## config.mk

```make
export PLATFORM = sky130hd
export DESIGN_NAME = proc_run_ctrl
export DESIGN_NICKNAME = d
export VERILOG_FILES = /design/src/rtl/proc_ctrl_pkg.sv /design/src/rtl/proc_run_ctrl_rate_div.sv /design/src/rtl/proc_run_ctrl.sv
export SDC_FILE = /design/constraint.sdc
export NUM_CORES = 1
export LEC_CHECK = 0
export CAP_MARGIN = 30
export CORE_AREA = 2 2 71 124
export DETAILED_ROUTE_END_ITERATION = 6
export DIE_AREA = 0 0 73 126
export GPL_TIMING_DRIVEN = 1
export PLACE_DENSITY = 0.53
export SLEW_MARGIN = 20
export SYNTH_ARGS = -nofsm -noshare
export SYNTH_HDL_FRONTEND = slang
export SYNTH_HIERARCHICAL = 1
export SYNTH_SLANG_ARGS = --single-unit
```

## constraint.sdc

```tcl
create_clock -name Clk -period 4.1 [get_ports Clk]
set_input_delay 1.23 -clock Clk [delete_from_list [all_inputs] [get_ports Clk]]
set_output_delay 1.23 -clock Clk [all_outputs]
set_load 0.005 [all_outputs]
```

## src/rtl/proc_ctrl_pkg.sv

```systemverilog
// proc_ctrl_pkg: shared states, defaults and types for the processor run controller
package proc_ctrl_pkg;
  typedef enum logic [2:0] {
    IDLE  = 3'd0,
    I_EN  = 3'd1,
    I_CHK = 3'd2,
    RUN   = 3'd3,
    BRK   = 3'd4
  } ctrl_state_t;
  localparam logic [3:0] DEF_FETCH_STATE = 4'h1;
  localparam int         DEF_RUN_DIV     = 25_000_000;
  typedef logic [6:0] pc_t;
endpackage

```

## src/rtl/proc_run_ctrl_rate_div.sv

```systemverilog
// rate_div: loadable down-counter with terminal count, auto-reloads to N-1 while enabled
module rate_div
  import proc_ctrl_pkg::*;
#(
  parameter int N = DEF_RUN_DIV
) (
  input  logic i_clk,
  input  logic i_rst_n,
  input  logic i_clr,
  input  logic i_load,
  input  logic i_en,
  output logic o_tc
);
  localparam int W = $clog2(N);
  localparam logic [W-1:0] TOP = W'(N - 1);
  logic [W-1:0] r_cnt;
  // clear wins over load; reload on terminal count keeps the period at exactly N
  always_ff @(posedge i_clk or negedge i_rst_n)
    if (!i_rst_n) r_cnt <= '0;
    else if (i_clr) r_cnt <= '0;
    else if (i_load || (i_en && o_tc)) r_cnt <= TOP;
    else if (i_en) r_cnt <= r_cnt - 1'b1;
  assign o_tc = r_cnt == '0;
endmodule

```

## src/rtl/proc_run_ctrl.sv

```systemverilog
// proc_run_ctrl: step/instruction-step/free-run enable generator for the processor; PROC_BREAKPOINT_EN adds a PC breakpoint
module proc_run_ctrl
  import proc_ctrl_pkg::*;
#(
  parameter int                PC_W        = 7,
  parameter int                ST_W        = 4,
  parameter logic [ST_W-1:0]   FETCH_STATE = ST_W'(DEF_FETCH_STATE),
  parameter int                RUN_DIV     = DEF_RUN_DIV
) (
  input  logic            Clk,
  input  logic            Reset,
  input  logic            StepPulse,
  input  logic            RunToggle,
  input  logic            StepMode,
  input  logic [ST_W-1:0] ProcState,
  input  logic [PC_W-1:0] PC_In,
  input  logic [PC_W-1:0] BreakAddr,
  input  logic            BreakArm,
  output logic            ProcEn,
  output logic            Running,
  output logic            Halted,
  output logic [2:0]      CtrlState,
  output logic [15:0]     EnCount
);
  ctrl_state_t r_state, w_next;
  logic r_en, r_chk, r_abort, w_en, w_load, w_clr, w_tc, w_hit, w_fetch;
  logic [15:0] r_cnt;
  assign w_fetch = ProcState == FETCH_STATE;
`ifdef PROC_BREAKPOINT_EN
  assign w_hit  = BreakArm && w_fetch && (PC_In == BreakAddr);
  assign Halted = r_state == BRK;
`else
  logic w_unused;
  assign w_unused = ^{BreakArm, BreakAddr, PC_In};
  assign w_hit  = 1'b0;
  assign Halted = 1'b0;
`endif
  rate_div #(.N(RUN_DIV)) u_div (
    .i_clk  (Clk),
    .i_rst_n(Reset),
    .i_clr  (w_clr),
    .i_load (w_load),
    .i_en   (r_state == RUN),
    .o_tc   (w_tc)
  );
  // next state and enable decision; the enable is registered so it lands one cycle later
  always_comb begin
    w_next = r_state;
    w_en   = 1'b0;
    w_load = 1'b0;
    w_clr  = 1'b0;
    case (r_state)
      IDLE: begin
        if (RunToggle) begin
          w_next = RUN;
          w_load = 1'b1;
        end else if (StepPulse) begin
          w_en   = 1'b1;
          w_next = StepMode ? I_EN : IDLE;
        end
      end
      I_EN: w_next = I_CHK;
      I_CHK: begin
        if (r_abort || RunToggle) w_next = IDLE;
        else if (!w_fetch) begin
          w_next = I_EN;
          w_en   = 1'b1;
        end else w_next = w_hit ? BRK : IDLE;
      end
      RUN: begin
        if (RunToggle) begin
          w_next = IDLE;
          w_clr  = 1'b1;
        end else if (r_chk && w_hit) begin
          w_next = BRK;
          w_clr  = 1'b1;
        end else w_en = w_tc;
      end
      BRK: begin
        if (RunToggle) begin
          w_next = RUN;
          w_load = 1'b1;
        end else if (StepPulse) w_next = IDLE;
      end
      default: w_next = IDLE;
    endcase
  end
  // state, enable pulse, post-enable check flag, abort latch and enable counter
  always_ff @(posedge Clk or negedge Reset)
    if (!Reset) begin
      r_state <= IDLE;
      r_en    <= 1'b0;
      r_chk   <= 1'b0;
      r_abort <= 1'b0;
      r_cnt   <= '0;
    end else begin
      r_state <= w_next;
      r_en    <= w_en;
      r_chk   <= r_en;
      r_abort <= (r_state == I_EN) && RunToggle;
      r_cnt   <= r_cnt + 16'(w_en);
    end
  assign ProcEn    = r_en;
  assign Running   = r_state inside {RUN, I_EN, I_CHK};
  assign CtrlState = r_state;
  assign EnCount   = r_cnt;
endmodule

```

; Word level (Yosys, flattened, before mapping)
; Cells that the tools add are included.
[totals]
regBits = 46
output_inout_bits = 22
wordCells = 46
[classes]
addsub = 2
n_eq_ne = 8
muxes = 21
n_reduce_logical = 10
[op_table]
columns = op, n
row1 = $mux 25, 3
row2 = $logic_not 25->1, 1
row3 = $sub 25x1->25 const B, 1
row4 = $add 16x1->16, 1
row5 = $mux 3, 5
row6 = $pmux 3 s5, 1
row7 = $mux 1, 11
row8 = $eq 3x2->1 const B, 2
row9 = $ne 3x3->1 const B, 2
row10 = $reduce_bool 3->1, 2
row11 = $eq 4x1->1 const B, 1
row12 = $eq 3x1->1 const B, 1
row13 = $eq 3x3->1 const B, 1
row14 = $logic_not 3->1, 1
row15 = $pmux 1 s3, 1
row16 = $reduce_and 3->1, 1
row17 = $logic_and 1x1->1, 2
row18 = $logic_or 1x1->1, 2
row19 = $ne 2x2->1 const B, 1
row20 = $reduce_or 2->1, 1

; Logic depth before layout (Yosys ltp)
; Gate-level depths: netlist of run 1.
[depth]
depth_word = 6
ltp_mapped = 12
depth_no_buf = 12

; Hierarchy
; Netlist of run 1, hierarchy kept.
[by_module_without_submodules]
columns = module, n_inst, cells_each, area_each_um2, seq_area_each_um2
row1 = rate_div, 1, 159, 1472.7, 625.6
row2 = proc_run_ctrl, 1, 86, 944.7, 500.5

; Least setup slack after synthesis of run 1
; Ideal clock, no wire load.
[synth_timing]
path_type = input to register
from = input port ProcState[1]
to = register r_cnt[14] (netlist: EnCount[14])
setup_time_ps = 138
arrival_ps = 2714
slack_ps = 1248
path_stages = 8
n_path_buf = 0
path_cell_list = or4b_1 -> nand3_1 -> o21ai_0 -> ha_1 -> ha_1 -> nand3_1 -> nor4_1 -> xor2_1
[synth_between]
elab_chain_len = 5
[synth_lines]
columns = element, line
row1 = "start, declared", proc_run_ctrl.sv:15  ; input logic [ST_W-1:0] ProcState,
row2 = $eq 4x1->1, proc_run_ctrl.sv:28  ; assign w_fetch = ProcState == FETCH_STATE;
row3 = $mux 1, proc_run_ctrl.sv:65  ; else if (!w_fetch) begin
row4 = $mux 1, proc_run_ctrl.sv:64  ; if (r_abort || RunToggle) w_next = IDLE;
row5 = $pmux 1 s3, proc_run_ctrl.sv:52  ; case (r_state)
row6 = net w_en, proc_run_ctrl.sv:26  ; logic r_en, r_chk, r_abort, w_en, w_load, w_clr, w_tc, w_hit, w_fetch;
row7 = $add 16x1->16, proc_run_ctrl.sv:101  ; r_cnt <= r_cnt + 16'(w_en);
row8 = "end signal, assigned", proc_run_ctrl.sv:101
row9 = "end, declared", proc_run_ctrl.sv:27  ; logic [15:0] r_cnt;
; The timed path passes the listed nets, and every way through them passes these cells.
; A chain may end at the register's enable or synchronous reset.

; Worst setup path in the final report of run 1
[layout_timing]
from = input port ProcState[1]
to = register r_cnt[10] (netlist: EnCount[10])
; The elaborated chain is that of the path after synthesis.

==> flow_metrics.env, run 1 <==
export IMPL_synth_most_common_cell="dfrtp_1"
export IMPL_hold_viol_final=0
export IMPL_initialDrtViolationCount=95
export IMPL_ys_warn_count=6
export IMPL_die_h_um=126
export IMPL_synth_seq_area_share_pct=46.6
export IMPL_nNetsFinal=307
export IMPL_worstSetupPathDepth=9
export IMPL_grt_pass1_vias=2042
export IMPL_r2r_start="u_div/r_cnt[3]"
export IMPL_fin_skew_ps=8.95
export IMPL_p_per_area_nw_per_um2=576
export IMPL_antenna_left=0
export IMPL_synthFlopType="dfrtp_1"
export IMPL_max_slew_margin_pct=56.8
export IMPL_yosys_area_top_type_share_pct=46.6
export IMPL_cap_violations=0
export IMPL_syn_inst=245
export IMPL_clock_latency_ps=290
export IMPL_comb_power_share_pct=29.9
export IMPL_path_max_fanout=4
export IMPL_post_synth_cell_area_avg_um2=9.87
export IMPL_crit_family="simple AND/OR/NAND/NOR gates"
export IMPL_rsz0062_at_grt="no"
export IMPL_ir_drop_v=0.000339
export IMPL_synth_largest_area_cell="dfrtp_1"
export IMPL_grt_max_degree=26
export IMPL_diodes=0
export IMPL_worst_pin_slew_ps=644
export IMPL_wire_per_inst_um=15.4
export IMPL_grt_overflow=0
export IMPL_place_congestion=0.822
export IMPL_fin_crit_ps=3110
export IMPL_ys_seq_elements=45
export IMPL_dp_hpwl_um=4290
export IMPL_clockBufferDepth=2
export IMPL_ctsResizeCount=0
export IMPL_die_x_um=73
export IMPL_rrSetupSlack_ps=1080
export IMPL_ys_types=46
export IMPL_fmax_mhz=322
export IMPL_dieArea_um2=9200
export IMPL_row_count=44
export IMPL_firstDrtPassIters=4
export IMPL_cts_htree_levels=2
export IMPL_power_frac_seq_pct=42.5
export IMPL_cts_inserted_buffers=5
export IMPL_synth_top_cells_by_area="dfrtp_1 47%, xnor2_1 6.5%, xor2_1 4.3%, a21oi_1 3.5%, nand3_1 3.1%"
export IMPL_arrival_ps=3280
export IMPL_clkSlewWorstSetupHoldPaths_ps=70
export IMPL_finalSetupViolCount=0
export IMPL_critPathCaptureType="flop"
export IMPL_dp_slack_ps=661
export IMPL_core_um2=8200
export IMPL_track_usage_pct=14.3
export IMPL_post_cts_setup_buffers=0
export IMPL_cpPeakStageDelay_ps=540
export IMPL_cp_startpoint="ProcState[1]"
export IMPL_min_path_type="flop to flop"
export IMPL_p_int_uw=1130
export IMPL_portBuffers=28
export IMPL_async_flop_share_pct=100
export IMPL_drt_wl_total_um=5710
export IMPL_finalWorstSetupSlack_ps=994
export IMPL_switching_power_uw=602
export IMPL_holdBufCountCts=0
export IMPL_switching_share_pct=34.8
export IMPL_worstSetupPathType="input port to flop"
export IMPL_crit_path_cell_trace="clkdlybuf4s50_1, or4b_1, nand3_1, o21ai_0, ha_1, ha_1, nand3_1, nor3_1, xor2_1"
export IMPL_cp_slowest_cell="or4b_1"
export IMPL_hold_ws_ps=465
export IMPL_startpoint_type="input port"
export IMPL_start_util_pct=29.5
export IMPL_numClockSinks=45
export IMPL_path_buf_inv=1
export IMPL_leakage_uw=0.00117
export IMPL_outcome="finished clean"
export IMPL_cts_tree="yes"
export IMPL_pwr_share_clk_pct=27.6
export IMPL_fin_crit_sh_pct=75.8
export IMPL_area_growth_pct=24.1
export IMPL_maxSlewViolCount=0
export IMPL_setup_tns_final_ps=0
export IMPL_vias=1952
export IMPL_grt_pass1_wl_um=10200
export IMPL_drc=0
export IMPL_synth_edff_count=0
export IMPL_antenna_found_initial=0
export IMPL_drive_above_1_share_pct=11.5
export IMPL_syn_cell_area_um2=2420
export IMPL_required_ps=4270
export IMPL_netlist_top_cells_count="45 x dfrtp_1, 20 x nor2_1, 18 x xnor2_1"
export IMPL_cts_root_buf="clkbuf_16"
export IMPL_worstSetupEndpoint="EnCount[10]"
export IMPL_rr_endpoint="EnCount[14]"
export IMPL_vias_per_cell=5.26
export IMPL_worstRegToRegCells=10
export IMPL_num_io_pins=46
flip-flops by register name, summed over array words and instances (netlist names):
signal / flops
EnCount: 16
u_div/r_cnt: 25
CtrlState: 2
ProcEn: 1
r_abort: 1
layout by cell type (no fill, tap or decap), types with 8 or more instances in the layout:
cell / n
dfrtp_1: 45
clkdlybuf4s50_1: 27
nand2_1: 13
nor3_1: 13
nand3_1: 15
inv_1: 8
xnor2_1: 18
xor2_1: 12
nor2_1: 20
nor4_1: 10
a21oi_1: 17
logic make-up (layout without fill, tap and decap cells):
logic type	count (synthesis)	in the layout	synth area share (%)
other	1	2	0.155
xor gates and xnor gates	30	30	10.9
adders and majority gates	5	5	2.59
AOI/OAI and AO/OA	40	40	10.3
buffers and inverters	15	48	2.64
and+or+nand+nor	109	109	26.9
DFF	45	45	46.6
power groups by stage:
stage	sequential [uW]	combinational, uW	clock (uW)
2_1_floorplan	707	329	0
3_3_place_gp	736	509	0
3_5_place_dp	741	522	0
4_1_cts	735	524	494
5_1_grt	764	586	511
6_report	734	517	476
cell type report:
type	count	area, um^2
Fill cell	820	5200
Multi-Input combinational cell	186	1230
Sequential cell	45	1130
Timing Repair Buffer	32	325
Clock buffer	5	125
Tap cell	92	115
Clock inverter	3	47.5
Inverter	8	30.0
stage by stage:
| stage | cell area (um^2) | power [uW] | util, % | std cells |
|---|---|---|---|---|
| final | 3000 | 1730 | 36.6 | 371 |
| after detailed placement | 2830 | 1260 | 34.5 | 363 |
| after floorplan | 2420 | 1040 | - | 246 |
| after global placement | 2800 | 1250 | 34.1 | 362 |
| after CTS | 3000 | 1750 | 36.6 | 371 |
| after global routing | 3000 | 1860 | 36.6 | 371 |
worst min-delay path by stage:
stage	startpoint	endpoint	slack [ps]	depth (start not counted)
2_1_floorplan	EnCount[15]	EnCount[15]	460	1
3_3_place_gp	EnCount[15]	EnCount[15]	460	1
3_5_place_dp	EnCount[15]	EnCount[15]	460	1
4_1_cts	EnCount[15]	EnCount[15]	470	1
5_1_grt	EnCount[15]	EnCount[15]	500	1
6_report	EnCount[15]	EnCount[15]	460	1
per-layer routing:
layer / GRT usage [%] / part of all wire, % / up-vias
met5: 0 / 0 / -
met3: 2.16 / 2.4 / 19
met2: 24.6 / 56 / 43
li1: - / - / 947
met1: 16.2 / 37 / 943
met4: 8.17 / 4.3 / 0
No activity file was read; power rests on OpenSTA's default activity.
==> run 2, diff against run 1 <==
==> constraint.sdc (replaced) <==
create_clock -name Clk -period 2.95 [get_ports Clk]
set_input_delay 0.885 -clock Clk [delete_from_list [all_inputs] [get_ports Clk]]
set_output_delay 0.885 -clock Clk [all_outputs]
set_load 0.005 [all_outputs]
==> run 2 against run 1 <==
  * Worst hold slack gained 5.4 ps
  * Largest cell class unchanged
  * Power grew 38%
  * Sequential power grew 38%
==> flow_metrics.env, run 2 (synthesis results as in run 1) <==
export IMPL_outcome="finished clean"
export IMPL_diodes=0
export IMPL_power_total_uw=2390
export IMPL_start_util_pct=29.5
export IMPL_path_buf_inv=1
export IMPL_nNetsFinal=323
export IMPL_cts_root_buf="clkbuf_16"
export IMPL_post_cts_setup_buffers=0
export IMPL_area_growth_pct=27.8
export IMPL_startpoint_type="flop"
export IMPL_dieArea_um2=9200
export IMPL_fin_area_um2=3090
export IMPL_clockBufferDepth=2
export IMPL_rrSetupSlack_ps=220
export IMPL_hold_viol_final=0
export IMPL_crit_path_cell_trace="nor4_2, nand3b_1, nor3_2, buf_4, a22oi_1, o21ai_1, ha_1, ha_1, nand3_1, nor4_1, xor2_1"
export IMPL_worst_pin_slew_ps=507
export IMPL_fin_util_pct=37.7
export IMPL_drc=0
export IMPL_cp_slowest_cell="dfrtp_1"
export IMPL_drt_wl_total_um=5870
export IMPL_antenna_found_initial=0
export IMPL_max_slew_margin_pct=65.9
export IMPL_min_from="EnCount[15]"
export IMPL_required_ps=3170
export IMPL_die_h_um=126
export IMPL_vias=2014
export IMPL_arrival_ps=2950
export IMPL_cts_tree="yes"
export IMPL_wire_per_inst_um=15.2
export IMPL_ir_drop_v=0.000361
export IMPL_firstDrtPassIters=4
export IMPL_layout_commonest_cell="dfrtp_1"
export IMPL_fin_skew_ps=5.42
export IMPL_crit_family="simple AND/OR/NAND/NOR gates"
export IMPL_clock_latency_ps=290
export IMPL_die_x_um=73
export IMPL_holdBufCountCts=0
export IMPL_fin_crit_ps=2730
export IMPL_leakage_uw=0.00123
export IMPL_worstHoldPathCells=1
export IMPL_critPathCaptureType="flop"
export IMPL_worstSetupPathType="flop to flop"
export IMPL_final_cells=387
export IMPL_rsz0062_at_grt="yes"
export IMPL_top_register="u_div/r_cnt"
export IMPL_dp_cells=379
export IMPL_dp_hpwl_um=4510
export IMPL_fin_crit_sh_pct=92.7
export IMPL_n_fill_cell=794
export IMPL_place_area_um2=2930
export IMPL_track_usage_pct=13.8
export IMPL_largest_reg_flops=25
export IMPL_drive_above_1_share_pct=16.9
export IMPL_p_per_area_nw_per_um2=773
export IMPL_switching_power_uw=857
export IMPL_antenna_left=0
export IMPL_core_um2=8200
export IMPL_power_frac_seq_pct=42.5
export IMPL_clkSlewWorstSetupHoldPaths_ps=70
export IMPL_cap_violations=0
export IMPL_layout_common_cells="45 x dfrtp_1, 27 x clkdlybuf4s50_1, 20 x nor2_1, 20 x buf_4, 18 x xnor2_1"
export IMPL_num_io_pins=46
export IMPL_initialDrtViolationCount=88
export IMPL_min_path_type="flop to flop"
export IMPL_grt_pass1_wl_um=10000
export IMPL_cpMostUsedCell="ha_1"
export IMPL_grt_max_degree=23
export IMPL_min_to="EnCount[15]"
export IMPL_p_int_uw=1530
export IMPL_maxSlewViolCount=0
export IMPL_path_max_fanout=4
export IMPL_r2r_start="u_div/r_cnt[20]"
export IMPL_portBuffers=28
export IMPL_vias_per_cell=5.20
export IMPL_comb_power_share_pct=33.5
export IMPL_switching_share_pct=35.9
export IMPL_row_count=44
export IMPL_pwr_share_clk_pct=24.0
export IMPL_cts_htree_levels=2
export IMPL_grt_overflow=0
export IMPL_fmax_mhz=366
export IMPL_finalSetupViolCount=0
export IMPL_cpPeakStageDelay_ps=420
export IMPL_grt_pass1_vias=2092
export IMPL_cts_inserted_buffers=5
export IMPL_numClockSinks=45
export IMPL_place_congestion=0.876
export IMPL_rr_endpoint="EnCount[12]"
export IMPL_worstRegToRegCells=11
==> run 2: how the worst max path moves through the flow <==
stage                                from     endpoint  slack [ps]  cells past startpoint
after floorplan              ProcState[1]  EnCount[14]         440                      8
after global placement       ProcState[1]  EnCount[12]         -80                      9
after detailed placement     ProcState[1]  EnCount[10]        -100                      9
after CTS                 u_div/r_cnt[15]  EnCount[12]          70                     11
after global routing      u_div/r_cnt[15]  EnCount[12]         -50                     11
final                     u_div/r_cnt[20]  EnCount[12]         220                     11
==> run 2: final cells by class <==
cell class	instances	area [um^2]	area share (%)
tap	92	115	3.73
sequential	45	1130	36.5
multi-input combinational	186	1240	40.2
clock buffer	5	125	4.05
clock inverter	3	25.0	0.810
timing repair buffer	48	425	13.8
inverter	8	30.0	0.972
==> run 2: power groups by stage <==
stage | Combinational [uW] | Sequential [uW] | Clock [uW]
final | 800 | 1010 | 573
after global routing | 898 | 1050 | 623
after CTS | 809 | 1010 | 597
after detailed placement | 806 | 1020 | 0
after global placement | 791 | 1020 | 0
after floorplan | 457 | 982 | 0
==> run 2: stage by stage <==
stage	hold WS, ps	setup slack [ps]	setup TNS [ps]
global placement	456	-81.5	-345
finish	470	216	0
detailed placement	462	-95.6	-478
CTS	471	69.5	0
global route	490	-48.0	-111
floorplan	465	443	0
==> run 2: repair_timing <==
action	4_1_cts	5_1_grt
hold endpoints to repair	0	0
endpoints found under the setup margin	6	8
pin swaps	0	0
gates resized for setup	2	1
gates cloned	0	0
==> run 2: layer usage <==
metal	wire length, um	vias to the layer above	GRT usage, %	part of all wire (%)
li1	-	976	-	-
met5	0	-	0	0
met1	2230	983	15.2	38
met3	120	15	1.76	2.0
met4	208	0	7.30	3.5
met2	3310	40	24.9	56
